$ cat src/rtl/divider_pkg.sv
// rtl/divider_pkg.sv - shared types and helpers for the sequential divider
//
// Purpose: state encoding for the divider control FSM and a ceiling-log2
//          helper used to size the step counter.
// Ports:   none (package).

package divider_pkg;

  typedef enum logic [1:0] {
    IDLE = 2'd0,
    CALC = 2'd1,
    DONE = 2'd2
  } div_state_t;

  // Number of bits needed to hold values 0 .. value-1.
  function automatic int clog2(input int value);
    int result;
    int v;
    result = 0;
    v      = value - 1;
    while (v > 0) begin
      result = result + 1;
      v      = v >> 1;
    end
    return result;
  endfunction

endpackage

$ cat src/rtl/divider_step.sv
// rtl/divider_step.sv - one combinational restoring-division step
//
// Purpose: shifts the next dividend bit into the partial remainder and
//          attempts to subtract the divisor, producing one quotient bit.
// Ports:
//   rem       in  DATA_WIDTH  current partial remainder
//   next_bit  in  1           next dividend bit (quotient register MSB)
//   divisor   in  DATA_WIDTH  divisor
//   rem_next  out DATA_WIDTH  updated partial remainder
//   q_bit     out 1           quotient bit for this step

module divider_step #(
  parameter int DATA_WIDTH = 4
) (
  input  logic [DATA_WIDTH-1:0] rem,
  input  logic                  next_bit,
  input  logic [DATA_WIDTH-1:0] divisor,
  output logic [DATA_WIDTH-1:0] rem_next,
  output logic                  q_bit
);

  // Trial subtraction at DATA_WIDTH+1 bits: the shifted remainder can
  // exceed DATA_WIDTH bits for one step before the subtraction.
  logic [DATA_WIDTH:0] trial;

  assign trial = {rem, next_bit} - {1'b0, divisor};

  // For a non-zero divisor the remainder stays below the divisor, so the
  // top trial bit is exactly the borrow. A zero divisor always "fits",
  // which yields all-ones quotient and the dividend as remainder.
  assign q_bit = ~trial[DATA_WIDTH] | ~(|divisor);

  // A kept trial is below the divisor, so its top bit is zero; with a
  // zero divisor only the low bits ever shift onward. Either way the
  // stored remainder loses nothing by dropping the top bit.
  assign rem_next = q_bit ? trial[DATA_WIDTH-1:0] : {rem[DATA_WIDTH-2:0], next_bit};

endmodule

$ cat src/rtl/sequential_divider.sv
// rtl/sequential_divider.sv - iterative unsigned restoring divider
//
// Purpose: accepts a dividend/divisor pair on i_start and produces the
//          quotient and remainder after DATA_WIDTH compute cycles.
// Ports:
//   i_clk          in  1           clock, rising edge
//   i_rst          in  1           asynchronous active-high reset
//   i_start        in  1           divide request, sampled only when idle
//   i_dividend     in  DATA_WIDTH  unsigned dividend
//   i_divisor      in  DATA_WIDTH  unsigned divisor
//   o_busy         out 1           high while computing and in the done cycle
//   o_done         out 1           one-cycle pulse, results valid
//   o_quotient     out DATA_WIDTH  quotient, held until the next o_done
//   o_remainder    out DATA_WIDTH  remainder, held until the next o_done
//   o_div_by_zero  out 1           divisor was zero, held until the next o_done

module sequential_divider
  import divider_pkg::*;
#(
  parameter int DATA_WIDTH = 4
) (
  input  logic                  i_clk,
  input  logic                  i_rst,
  input  logic                  i_start,
  input  logic [DATA_WIDTH-1:0] i_dividend,
  input  logic [DATA_WIDTH-1:0] i_divisor,
  output logic                  o_busy,
  output logic                  o_done,
  output logic [DATA_WIDTH-1:0] o_quotient,
  output logic [DATA_WIDTH-1:0] o_remainder,
  output logic                  o_div_by_zero
);

  localparam int CNT_W = clog2(DATA_WIDTH + 1);

  div_state_t            state;
  logic [CNT_W-1:0]      cnt;
  logic [DATA_WIDTH-1:0] rem;
  logic [DATA_WIDTH-1:0] q;
  logic [DATA_WIDTH-1:0] divisor_r;

  logic [DATA_WIDTH-1:0] rem_next;
  logic                  q_bit;
  logic [DATA_WIDTH-1:0] q_next;

  divider_step #(
    .DATA_WIDTH(DATA_WIDTH)
  ) u_step (
    .rem      (rem),
    .next_bit (q[DATA_WIDTH-1]),
    .divisor  (divisor_r),
    .rem_next (rem_next),
    .q_bit    (q_bit)
  );

  // The quotient register doubles as the dividend shifter: dividend bits
  // leave at the MSB while quotient bits enter at the LSB.
  assign q_next = {q[DATA_WIDTH-2:0], q_bit};

  always_ff @(posedge i_clk or posedge i_rst) begin
    if (i_rst) begin
      state         <= IDLE;
      cnt           <= '0;
      rem           <= '0;
      q             <= '0;
      divisor_r     <= '0;
      o_busy        <= 1'b0;
      o_done        <= 1'b0;
      o_quotient    <= '0;
      o_remainder   <= '0;
      o_div_by_zero <= 1'b0;
    end else begin
      case (state)
        IDLE: begin
          o_done <= 1'b0;
          if (i_start) begin
            divisor_r <= i_divisor;
            rem       <= '0;
            q         <= i_dividend;
            cnt       <= CNT_W'(DATA_WIDTH);
            o_busy    <= 1'b1;
            state     <= CALC;
          end
        end

        CALC: begin
          rem <= rem_next;
          q   <= q_next;
          cnt <= cnt - 1'b1;
          // Last step: results come straight from the step logic so they
          // are valid on the same edge the counter reaches zero.
          if (cnt == CNT_W'(1)) begin
            state         <= DONE;
            o_done        <= 1'b1;
            o_quotient    <= q_next;
            o_remainder   <= rem_next;
            o_div_by_zero <= (divisor_r == '0);
          end
        end

        DONE: begin
          o_done <= 1'b0;
          o_busy <= 1'b0;
          state  <= IDLE;
        end

        default: begin
          o_done <= 1'b0;
          o_busy <= 1'b0;
          state  <= IDLE;
        end
      endcase
    end
  end

endmodule

$ cat config.mk
export PLATFORM = sky130hd
export DESIGN_NAME = sequential_divider
export DESIGN_NICKNAME = d
export VERILOG_FILES = /design/src/rtl/divider_pkg.sv /design/src/rtl/divider_step.sv /design/src/rtl/sequential_divider.sv
export SDC_FILE = /design/constraint.sdc
export NUM_CORES = 1
export LEC_CHECK = 0
export BUFFER_PORTS_ARGS = -buffer_cell sky130_fd_sc_hd__buf_2
export CORE_MARGIN = 8
export CORE_UTILIZATION = 39
export CTS_CLUSTER_SIZE = 10
export DETAILED_ROUTE_END_ITERATION = 10
export GPL_ROUTABILITY_DRIVEN = 0
export SLEW_MARGIN = 20
export SYNTH_ARGS = -nofsm -noshare
export SYNTH_HDL_FRONTEND = slang
export SYNTH_SLANG_ARGS = --single-unit
$ cat constraint.sdc
create_clock -name i_clk -period 2.6 [get_ports i_clk]
set_clock_uncertainty 0.15 [all_clocks]
set_input_delay 0.13 -clock i_clk [delete_from_list [all_inputs] [get_ports i_clk]]
set_output_delay 0.13 -clock i_clk [all_outputs]
set_load 0.01 [all_outputs]
-- Yosys cells after proc, flatten, opt, wreduce, memory -nomap -nowiden
Index checks and enable logic that the tools add are counted.
- add/sub/neg operators: 2
- equality and inequality tests: 4
- multiplexer cells: 14
- bitwise gates (word level): 4
- reduce and logical (&&, ||, !) cells: 9
- operator list (kind ; number):
    4-bit case mux with 2 select lines ; 2
    4-bit two-way mux ; 3
    2-bit AND reduction ; 5
    3-bit case mux with 2 select lines ; 1
    5-bit by 4-bit subtractor with 5-bit output ; 1
    4-bit logical NOT ; 1
    2-bit two-way mux ; 2
    2-bit != test (second input constant) ; 2
    2-bit case mux with 2 select lines ; 1
    4-bit OR reduction ; 1
    3-bit by 1-bit == test with 1-bit output (second input constant) ; 1
    1-bit two-way mux ; 3
    3-bit two-way mux ; 1
    1-bit NOT ; 3
    3-bit by 1-bit subtractor with 3-bit output (second input constant) ; 1
    2-bit by 1-bit == test with 1-bit output (second input constant) ; 1
    2-bit logical NOT ; 1
    1-bit case mux with 2 select lines ; 1
    2-bit nonzero test ; 1
    1-bit OR ; 1
- register bits after elaboration: 28
- bits of input ports: 11
- output and inout port bits: 11
- word-level logic and storage cells: 43

-- Longest topological paths before layout
- depth in word-level cells: 5
- mapped depth: 9
- mapped depth without buffers: 9

-- By module
A second synthesis with hierarchy kept.
- cell total of the unflattened synthesis: 114
- area total of the unflattened synthesis: 1458.9 um2
- modules (own cells, without submodules) (module ; times used ; cells each ; area an instance (um2)):
    sequential_divider ; 1 ; 88 ; 1219.9
    divider_step ; 1 ; 26 ; 239.0

-- Worst setup path before layout
OpenSTA, ideal clock, no wires.
- path kind: flip-flop to flip-flop
- start: register q[3]
- end: register rem[0]
- setup time: 0.077 ns
- arrival time: 1.947 ns
- required time: 2.373 ns
- setup slack: 0.426 ns
- cell stages (with the launch flop): 10
- path buffers: 0
- period minus slack after synthesis: 2.174 ns
- cell sequence: dfrtp_1 inv_1 ha_1 inv_1 fa_1 nand3_1 a211oi_2 a31oi_4 mux2_4 o21ai_1
- cells in the longest elaborated chain, start to end: 5
- RTL lines (what ; RTL line ; RTL):
    start, declared ; sequential_divider.sv:39 ; logic [DATA_WIDTH-1:0] q;
    start signal, assigned ; sequential_divider.sv:79 ; q <= i_dividend;
    start signal, assigned ; sequential_divider.sv:88 ; q <= q_next;
    5-bit by 4-bit subtractor with 5-bit output ; divider_step.sv:26 ; assign trial = {rem, next_bit} - {1'b0, divisor};
    1-bit NOT ; divider_step.sv:31 ; assign q_bit = ~trial[DATA_WIDTH] | ~(|divisor);
    1-bit OR ; divider_step.sv:31 ;
    4-bit two-way mux (*) ; divider_step.sv:36 ; assign rem_next = q_bit ? trial[DATA_WIDTH-1:0] : {rem[DATA_WIDTH-2:0], next_bit};
    4-bit case mux with 2 select lines (*) ; sequential_divider.sv:73 ; case (state)
    end signal, assigned ; sequential_divider.sv:87 ; rem <= rem_next;
    end, declared ; sequential_divider.sv:38 ; logic [DATA_WIDTH-1:0] rem;
Mark *: on every way between the ends. The rest lies on a longest branch, timed or not.
A chain may end at the register's enable or synchronous reset.

-- Worst setup path after layout
Ends and elaborated chain as after synthesis.

==> results.py <==
metrics = {
    "floorplanning": {
        "die_x_um": 75.0,
        "rows": 21,
        "die_area_um2": 5620,
        "core_um2": 3340,
        "ios": 22,
        "die_h_um": 75.0,
        "start_util": 0.406,
    },
    "yosys": {
        "yosys_warnings": 0,
        "syn_avg_cell_area_um2": 9.76,
        "synthesis.area_um2": 1360,
        "synth.distinct_cells": 29,
        "synth_cells": 139,
        "synth_top_area_share": 0.517,
        "async_reset_ff_frac": 1.00,
        "synth_area_leaders": "dfrtp_1, nand2_1, ha_1, o21ai_0, o21ai_1",
        "yosys.area.top_type": "dfrtp_1",
        "seq_area_frac_synth": 0.517,
        "synth_nets": 157,
        "ys_ff_latch": 28,
        "synth_ff_type": "dfrtp_1",
        "synth.most_common_cell": "nand2_1",
        "synth_edf_count": 0,
        "yosys-top-cells-count": "nand2_1, dfrtp_1, inv_1",
    },
    "timing": {
        "worstMarginPinSlew_ps": 527,
        "fin_crit_ps": 2370,
        "slew_headroom": 0.646,
        "tns_ps": 0,
        "fin_ws_ps": 227,
        "hold_viol_final": 0,
        "hold_slack_ps": 26.2,
        "fmax_ghz": 0.421,
        "rsz0062_at_grt": "false",
        "finalCritPeriodShare": 0.913,
        "setup_viol": 0,
        "slew_viol_final": 0,
    },
    "drt": {
        "routedWlPerCell_um": 12.6,
        "vias_per_cell": 4.88,
        "detail-route-antenna-nets": 0,
        "wl_um": 2730,
        "drt_first_pass_iters": 4,
        "vias": 1059,
        "drt_iter0_drc": 51,
        "drc_errors": 0,
    },
    "power_and_ir_drop": {
        "clockPowerShare": 0.099,
        "vdd_drop_max_mv": 0.453,
        "powerDensity_nw_per_um2": 1280,
        "p_int_mw": 1.21,
        "p_seq_frac": 0.390,
        "p_sw_mw": 0.885,
        "p_leak_nw": 0.808,
        "swShare": 0.423,
        "combPwrFrac": 0.511,
    },
    "cts": {
        "postCtsResizedCells": 0,
        "cts.clk_slew.worst_paths_ps": 140,
        "cts_tree": "built",
        "cts-root-buf": "clkbuf_4",
        "post_cts_buffers": 0,
        "cts_num_sinks": 28,
        "h-tree-depth": 1,
        "clk_latency_ps": 320,
        "cts_made_buffers": 3,
        "clockBufferDepth": 2,
    },
    "global_route": {
        "grt_pass1_vias": 1088,
        "grt_max_degree": 29,
        "overflow": 0,
        "antenna_found_initial": 0,
        "grtUsageTotal": 0.112,
        "grt_pass1_wl_um": 4840,
    },
    "finish": {
        "final_nets": 190,
        "fin_area_um2": 1630,
        "layout-drive-gt1-share": 0.181,
        "area_delta_synth_final_pct": 20.5,
        "finalNonFillerCells": 217,
        "antennaDiodeCount": 0,
    },
    "placed_design": {
        "place_ws_ps": 267,
        "placed_area_um2": 1520,
        "dp_hpwl_um": 2150,
        "io_buffers": 21,
        "placed_cells_incl_taps": 205,
    },
    "setup_path": {
        "r2r-start": "q[3]",
        "cp_slowest_cell": "dfrtp_1",
        "crit_type": "reg2reg",
        "cp_common_cell": "inv_1",
        "max_stage_delay_ps": 400,
        "worstPathArrival_ps": 2480,
        "cp_max_fo": 6,
        "start_kind": "register",
        "crit_chain": "inv_1 -> ha_1 -> inv_1 -> fa_1 -> nand3_1 -> a211oi_2 -> a31oi_4 -> mux2_4 -> o21ai_1",
        "startpoint": "q[3]",
        "end_kind": "register",
        "critPathRequiredTime_ps": 2710,
    },
    "run": {
        "cap_violations": 0,
    },
    "run_status": {
        "outcome": "complete, no violations",
    },
    "hold_path": {
        "min-delay-start": "i_dividend[0]",
        "hold_class": "in2reg",
    },
}
[final timing paths]
kind                                  to  slack (ps)  cells past startpoint
setup reg to reg                  rem[0]         230                      9
max in group asynchronous   divisor_r[0]        1820                      4
min in group asynchronous         cnt[0]         230                      4
hold reg to reg            o_div_by_zero         340                      2
setup / recovery                  rem[0]         230                      9
hold / removal                      q[0]          30                      4
[cells in the final DEF (no fill, tap or decap), types with 3 or more instances in the layout]
cell type,count
a21oi_1,4
a22oi_1,3
buf_2,21
clkbuf_4,3
dfrtp_1,28
dlygate4sd3_1,8
ha_1,6
inv_1,12
mux2i_1,3
nand2_1,34
nor2_1,5
nor2b_1,6
o21ai_0,11
o21ai_1,9
[through the flow]
step	power [mW]	utilization
floorplan	1.62	-
global placement	1.86	0.455
detailed placement	1.91	0.455
CTS	2.13	0.490
global route	2.30	0.490
finish	2.09	0.490
[critical path: cells and delay by family, from the launching register on]
family                     cells  cell delay [ps]
buffers and inverters          2              140
AOI/OAI and AO/OA              3              540
DFF                            1              400
muxes                          1              340
adders and majority gates      2              540
and+or+nand+nor                1              180
[registers in the layout, indices dropped and copies added (netlist names), 2 cells and up]
register and flops:
divisor_r 4, o_quotient 4, o_remainder 4, q 4, rem 4, cnt 3
state 2
[power groups by stage]
stage	sequential (mW)	combinational (mW)	clock, mW
floorplan	0.817	0.800	0
global placement	0.820	1.04	0
detailed placement	0.830	1.08	0
CTS	0.819	1.09	0.219
global route	0.847	1.22	0.238
finish	0.815	1.07	0.208
[area by class of cell]
class / count / area [um^2]
fillers: 348 / 1700
flip-flops and latches: 28 / 701
multi-input cells: 97 / 602
repair buffers: 30 / 193
well taps: 46 / 57.6
inverters: 12 / 45.0
clock buffers: 4 / 36.3
[timing repair]
action,4_1_cts,5_1_grt
hold buffers,8,0
endpoints found under the setup margin,0,0
endpoints found under the hold margin,35,0
[per-layer routing]
layer / wire, um / up-vias / track usage / share of wire
met2: 1420 / 12 / 0.193 / 0.52
li1: - / 528 / - / -
met3: 83 / 4 / 0.0226 / 0.030
met1: 1190 / 515 / 0.128 / 0.43
met5: 0 / - / 0 / 0
met4: 38 / 0 / 0.0522 / 0.014
[cells by family after synthesis]
kind of cell,Yosys count,synth area share
compound gates,34,0.158
xor+xnor,2,0.0129
fa+ha+maj,7,0.0701
buf+inv,14,0.0397
flops,28,0.517
mux,4,0.0332
simple gates,50,0.170
Note: power is estimated with default switching activity, not from simulation.
